[src/rtl/posit_fmau_pkg.sv]
// Shared constants and types for the posit FMAU scheduler.
package posit_fmau_pkg;

   localparam int unsigned DATA_W = 32;
   localparam int unsigned ID_W   = 3;

   // Precision codes and their lane counts: P8 x4, P16 x2, P32 x1.
   localparam logic [1:0] PREC_P8  = 2'b00;
   localparam logic [1:0] PREC_P16 = 2'b01;
   localparam logic [1:0] PREC_P32 = 2'b10;
   localparam logic [1:0] PREC_RSV = 2'b11;

   typedef struct packed {
      logic            valid;
      logic [ID_W-1:0] id;
   } tag_t;

endpackage

[src/rtl/rr_arbiter.sv]
// Round-robin arbiter: searches from ptr upward with wrap-around.
// idx always reports the winner; gnt is only driven when en is high.
module rr_arbiter #(
   parameter int unsigned NREQ = 4
) (
   input  logic [NREQ-1:0]         req,
   input  logic [$clog2(NREQ)-1:0] ptr,
   input  logic                    en,
   output logic [NREQ-1:0]         gnt,
   output logic [$clog2(NREQ)-1:0] idx
);

   localparam int unsigned IDX_W = $clog2(NREQ);

   logic             found;
   logic [IDX_W:0]   k;

   always_comb begin
      found = 1'b0;
      idx   = '0;
      gnt   = '0;
      k     = '0;
      for (int unsigned i = 0; i < NREQ; i++) begin
         k = {1'b0, ptr} + (IDX_W+1)'(i);
         if (k >= (IDX_W+1)'(NREQ)) begin
            k = k - (IDX_W+1)'(NREQ);
         end
         if (!found && req[k[IDX_W-1:0]]) begin
            found = 1'b1;
            idx   = k[IDX_W-1:0];
         end
      end
      if (en && found) begin
         gnt[idx] = 1'b1;
      end
   end

endmodule

[src/rtl/posit_fmau_sched.sv]
// Round-robin scheduler sharing one pipelined posit FMAU among NREQ requesters.
// Optional FMAU_SCHED_PREC_LOCK_EN: hold issue while precision changes and ops are in flight.
module posit_fmau_sched
   import posit_fmau_pkg::*;
#(
   parameter int unsigned NREQ  = 4,
   parameter int unsigned LAT   = 3,
   parameter int unsigned DEPTH = 8
) (
   input  logic                    clk,
   input  logic                    rst,
   input  logic [NREQ-1:0]         req_valid,
   output logic [NREQ-1:0]         req_ready,
   input  logic [NREQ*32-1:0]      req_a,
   input  logic [NREQ*32-1:0]      req_b,
   input  logic [NREQ*32-1:0]      req_c,
   input  logic [NREQ*32-1:0]      req_d,
   input  logic [NREQ*2-1:0]       req_in_pre,
   input  logic [NREQ*2-1:0]       req_out_pre,
   output logic [31:0]             fmau_a,
   output logic [31:0]             fmau_b,
   output logic [31:0]             fmau_c,
   output logic [31:0]             fmau_d,
   output logic [1:0]              fmau_in_pre,
   output logic [1:0]              fmau_out_pre,
   input  logic [31:0]             fmau_res,
   output logic                    rsp_valid,
   input  logic                    rsp_ready,
   output logic [$clog2(NREQ)-1:0] rsp_id,
   output logic [31:0]             rsp_data
);

   localparam int unsigned IDX_W = $clog2(NREQ);
   localparam int unsigned CNT_W = $clog2(DEPTH + 1);
   localparam int unsigned PTR_W = $clog2(DEPTH);
   localparam int unsigned INF_W = $clog2(LAT + 2);

   logic [IDX_W-1:0]  rr_ptr_q, rr_ptr_d;
   logic [IDX_W-1:0]  win_idx;
   logic [NREQ-1:0]   gnt;
   logic [1:0]        win_in_pre, win_out_pre;
   logic              accept, credit_ok, lock_stall, arb_en;

   tag_t              tag_q [LAT+1];
   tag_t              tag_d;
   logic              retire;
   logic [INF_W-1:0]  inflight_q, inflight_d;
   logic              unused_tag_id;

   logic [IDX_W-1:0]  mem_id   [DEPTH];
   logic [DATA_W-1:0] mem_data [DEPTH];
   logic [PTR_W-1:0]  wr_ptr_q, wr_ptr_d, rd_ptr_q, rd_ptr_d;
   logic [CNT_W-1:0]  fifo_cnt_q, fifo_cnt_d;
   logic              push, pop;

   assign win_in_pre  = req_in_pre[win_idx*2 +: 2];
   assign win_out_pre = req_out_pre[win_idx*2 +: 2];

   // Pop in the same cycle is deliberately not credited.
   assign credit_ok = (32'(fifo_cnt_q) + 32'(inflight_q)) < DEPTH;

`ifdef FMAU_SCHED_PREC_LOCK_EN
   logic [3:0] last_pre_q;

   always_ff @(posedge clk) begin
      if (rst) begin
         last_pre_q <= '0;
      end else if (accept) begin
         last_pre_q <= {win_in_pre, win_out_pre};
      end
   end

   // Winner is stalled, not skipped, so it goes first once the pipe drains.
   assign lock_stall = (inflight_q != '0) && ({win_in_pre, win_out_pre} != last_pre_q);
`else
   assign lock_stall = 1'b0;
`endif

   assign arb_en = !rst && credit_ok && !lock_stall;

   rr_arbiter #(
      .NREQ (NREQ)
   ) u_arb (
      .req (req_valid),
      .ptr (rr_ptr_q),
      .en  (arb_en),
      .gnt (gnt),
      .idx (win_idx)
   );

   assign req_ready = gnt;
   assign accept    = |gnt;
   assign retire    = tag_q[LAT].valid;
   assign push      = retire;
   assign pop       = rsp_valid && rsp_ready;

   assign tag_d.valid   = accept;
   assign tag_d.id      = ID_W'(win_idx);
   assign unused_tag_id = ^tag_q[LAT].id;

   always_comb begin
      rr_ptr_d   = rr_ptr_q;
      inflight_d = inflight_q;
      fifo_cnt_d = fifo_cnt_q;
      wr_ptr_d   = wr_ptr_q;
      rd_ptr_d   = rd_ptr_q;
      if (accept) begin
         rr_ptr_d = (win_idx == IDX_W'(NREQ - 1)) ? '0 : win_idx + IDX_W'(1);
      end
      case ({accept, retire})
         2'b10:   inflight_d = inflight_q + INF_W'(1);
         2'b01:   inflight_d = inflight_q - INF_W'(1);
         default: ;
      endcase
      case ({push, pop})
         2'b10:   fifo_cnt_d = fifo_cnt_q + CNT_W'(1);
         2'b01:   fifo_cnt_d = fifo_cnt_q - CNT_W'(1);
         default: ;
      endcase
      if (push) begin
         wr_ptr_d = (wr_ptr_q == PTR_W'(DEPTH - 1)) ? '0 : wr_ptr_q + PTR_W'(1);
      end
      if (pop) begin
         rd_ptr_d = (rd_ptr_q == PTR_W'(DEPTH - 1)) ? '0 : rd_ptr_q + PTR_W'(1);
      end
   end

   always_ff @(posedge clk) begin
      if (rst) begin
         rr_ptr_q     <= '0;
         inflight_q   <= '0;
         fifo_cnt_q   <= '0;
         wr_ptr_q     <= '0;
         rd_ptr_q     <= '0;
         fmau_a       <= '0;
         fmau_b       <= '0;
         fmau_c       <= '0;
         fmau_d       <= '0;
         fmau_in_pre  <= '0;
         fmau_out_pre <= '0;
         for (int unsigned i = 0; i <= LAT; i++) begin
            tag_q[i] <= '0;
         end
      end else begin
         rr_ptr_q   <= rr_ptr_d;
         inflight_q <= inflight_d;
         fifo_cnt_q <= fifo_cnt_d;
         wr_ptr_q   <= wr_ptr_d;
         rd_ptr_q   <= rd_ptr_d;
         if (accept) begin
            fmau_a       <= req_a[win_idx*32 +: 32];
            fmau_b       <= req_b[win_idx*32 +: 32];
            fmau_c       <= req_c[win_idx*32 +: 32];
            fmau_d       <= req_d[win_idx*32 +: 32];
            fmau_in_pre  <= win_in_pre;
            fmau_out_pre <= win_out_pre;
         end
         tag_q[0] <= tag_d;
         for (int unsigned i = 1; i <= LAT; i++) begin
            tag_q[i] <= tag_q[i-1];
         end
      end
   end

   // Storage only; validity is tracked by the pointers and count.
   always_ff @(posedge clk) begin
      if (push) begin
         mem_id[wr_ptr_q]   <= tag_q[LAT].id[IDX_W-1:0];
         mem_data[wr_ptr_q] <= fmau_res;
      end
   end

   assign rsp_valid = (fifo_cnt_q != '0);
   assign rsp_id    = rsp_valid ? mem_id[rd_ptr_q] : '0;
   assign rsp_data  = rsp_valid ? mem_data[rd_ptr_q] : '0;

endmodule

[config.mk]
export PLATFORM = sky130hd
export DESIGN_NAME = posit_fmau_sched
export DESIGN_NICKNAME = d
export VERILOG_FILES = /design/src/rtl/posit_fmau_pkg.sv /design/src/rtl/rr_arbiter.sv /design/src/rtl/posit_fmau_sched.sv
export SDC_FILE = /design/constraint.sdc
export NUM_CORES = 1
export LEC_CHECK = 0
export ABC_AREA = 0
export CORE_AREA = 3 3 287 289
export DETAILED_ROUTE_END_ITERATION = 12
export DIE_AREA = 0 0 290 292
export GPL_TIMING_DRIVEN = 0
export HOLD_SLACK_MARGIN = 0.05
export SYNTH_ARGS = -nofsm -noshare
export SYNTH_HDL_FRONTEND = slang
export SYNTH_SLANG_ARGS = --single-unit
export TNS_END_PERCENT = 100
[constraint.sdc]
create_clock -name clk -period 5.7 [get_ports clk]
set_input_delay 1.14 -clock clk [delete_from_list [all_inputs] [get_ports clk]]
set_output_delay 1.14 -clock clk [all_outputs]
set_load 0.05 [all_outputs]
==> out/results.ini, run 1 <==
[sta]
rsz0062_at_grt = false
max_freq_ghz = 0.179
finClkSkew_ns = 0.0372
fin_crit_sh_pct = 97.8
min_period_ns = 5.57
setup_ws_ns = 0.126
fin_tns_setup_ns = 0
drv_slew = 0
hold_ws_ns = 0.436
hold_viol = 0
relSlewSlack_pct = 19.0
worst_pin_slew_ns = 1.22
setup_viol = 0

[die]
boundaryPins = 738
row_count = 104
die_y_um = 292
die-width_um = 290
core_um2 = 80200
die_area_um2 = 84700
initial_utilization_pct = 27.6

[synthesis]
synth_top_family_by_area = compound AO/OA/AOI/OAI gates
ys_seq_area_share_pct = 51.6
yosys.area_share.simple_pct = 11.8
synth_top_area_cell = edfxtp_1
yosys.area_share.xor_xnor_pct = 0.198
async_reset_ff_share_pct = 0
synth_ff_type = edfxtp_1
netlist-cell-type-count = 43
synth_top_area_share_pct = 37.0
synth-edff-count = 272
synth.area.mux_share_pct = 8.70
synthAdderAreaFrac_pct = 0.974
synth.avg_cell_area_um2 = 11.4
yosysWarnings = 0
synth-compound-area-share_pct = 22.4
syn_inst = 1947
syn_area_um2 = 22100
synth.net_count = 2530
synthTopCellsByArea = edfxtp_1 (37%), dfxtp_1 (15%), a21boi_0 (9.0%)
ys_seq_elements = 434

[cells_and_area]
final_nets = 3335
drive_gt1_share_pct = 12.3
n_fill_cell = 7684
area_delta_synth_final_pct = 49.4
layout_common_cells = clkdlybuf4s50_1 (734), edfxtp_1 (272), and3_1 (264), a21boi_0 (264), o21ai_0 (195)
final_common_cell = clkdlybuf4s50_1
fin_util_pct = 41.2
multi_input_area_um2 = 9810
regArea_um2 = 11400
fin_area_um2 = 33000
fin_cells = 3913

[global_routing]
grt_pass1_vias = 21136
gr-total-overflow = 0
antenna_found_initial = 73
grt_pass1_wl_um = 167000
grt_max_degree = 25
grt_usage_pct = 27.9

[detailed_routing]
viasPerCell = 5.20
wl_per_cell_um = 31.3
drcViolationCount = 0
drt_first_pass_iters = 6
finalWirelength_um = 122000
vias = 20352
drt_iter0_drc = 1785
drtAntennaViolNets = 0

[place]
dpl_worst_slack_ns = -1.03
globalplace.congestion = 1.01
port_buffers = 736
dp.cells = 3758
hpwl_um = 100000
place_area_um2 = 31100

[clock_tree]
cts_tree = yes
insertion_delay_ns = 0.62
cts-buffers-inserted = 53
h-tree-depth = 2
cts-root-buf = clkbuf_16
clkSinkCount = 434
path_clk_slew_ns = 0.05
clockBufferDepth = 3
cts_setup_buffers = 0

[status]
status = completed

[power]
finalPower_mw = 10.9
p_leak_nw = 11.4
ir_drop_mv = 0.213
pwr_density_cell_nw_per_um2 = 329

[critical_path]
required_ns = 4.56
arrival_ns = 4.43
cp_max_fo = 10
start_kind = primary input
r2r-start = rr_ptr_q[0]$_SDFFE_PP0P_
crit_type = in2out
critPathLaunch = req_valid[0]
endpoint_kind = primary output

[hold_path]
hold_start = tag_q[1][0]$_SDFF_PP0_
hold_class = reg2reg

[job]
cap_violations = 0

==> cell usage after synthesis, types with 2 or more instances <==
library cell  number
edfxtp_1         272
a21boi_0         264
and3_1           264
o21ai_0          195
clkbuf_1         173
dfxtp_1          162
nand2_1          138
a31oi_2           70
o21ai_2           70
mux4_2            68
a31oi_1           62
nor2_1            59
mux2i_1           39
ha_1              14
inv_1             12
nor2b_1           11
a21oi_1           10
buf_2              8
buf_12             7
clkbuf_2           6
and2_1             5
buf_1              4
nand2b_1           4
nor3_1             4
xor2_1             4
buf_6              2
fa_1               2
or3_1              2
or4_1              2
==> metal layers <==
metal / vias to the layer above / wire length [µm] / GRT usage [%]
met3: 225 / 11700 / 8.09
met4: 22 / 5100 / 11.0
met5: - / 124 / 0
met1: 10096 / 48700 / 35.0
li1: 9047 / - / -
met2: 962 / 56600 / 45.2
==> repair_timing <==
action | 4_1_cts | 5_1_grt
gates cloned | 0 | 0
endpoints found under the setup margin | 6 | 2
hold buffers | 0 | 0
endpoints found under the hold margin | 0 | 0
gates resized for setup | 2 | 2
==> kinds of logic (layout without fill, tap and decap cells) <==
family	after synthesis	in the layout
xor gates and xnor gates	5	5
DFF	434	434
AOI/OAI and AO/OA	678	678
and+or+nand+nor	494	494
adders and majority gates	16	16
other	0	57
muxes	107	107
buffers and inverters	213	1062
==> worst max-delay path, cell delays in order <==
cell and delay [ns]:
clkdlybuf4s50_1 0.50, nor2b_1 0.19, o21bai_2 0.31, clkbuf_2 0.33, clkbuf_1 0.32, and2_1 0.35
inv_1 0.13, ha_1 0.20, and2_1 0.23, clkdlybuf4s50_1 0.74
==> layout make-up <==
cell class	instances	share of cell area, %
Sequential cell	434	34.6
Multi-Input combinational cell	1300	29.7
Timing Repair Buffer	751	23.0
Clock buffer	75	4.48
Tap cell	1060	4.02
Buffer	199	2.71
Clock inverter	24	0.906
Antenna cell	57	0.432
Inverter	13	0.155
==> flip-flops by register name (all words and copies together), names as in the netlist, named ones only <==
name          flops
fifo_cnt_q        4
fmau_a           32
fmau_b           32
fmau_c           32
fmau_d           32
fmau_in_pre       2
fmau_out_pre      2
inflight_q        3
mem_data        256
mem_id           16
rd_ptr_q          3
rr_ptr_q          2
tag_q            12
wr_ptr_q          3
==> path summary, 6_finish.rpt <==
| kind | cells past startpoint | slack [ns] | endpoint |
|---|---|---|---|
| setup reg to reg | 12 | 1.14 | fmau_d[17]$_SDFFE_PP0P_ |
| hold reg to reg | 1 | 0.44 | tag_q[2][0]$_SDFF_PP0_ |
| setup / recovery | 10 | 0.13 | req_ready[0] |
| hold / removal | 1 | 0.44 | tag_q[2][0]$_SDFF_PP0_ |
==> power by group <==
part | switching, mW | total (mW) | internal (mW)
sequential | 0.131 | 3.64 | 3.51
combinational | 2.43 | 3.78 | 1.36
clock | 1.40 | 3.44 | 2.04
Note: power is estimated with default switching activity, not from simulation.
==> inputs of run 2 (changes only) <==
PLACE_DENSITY = 0.6   (was default)
==> results of run 2 <==
No change in the layout: final DEF, timing and power equal those of run 1.
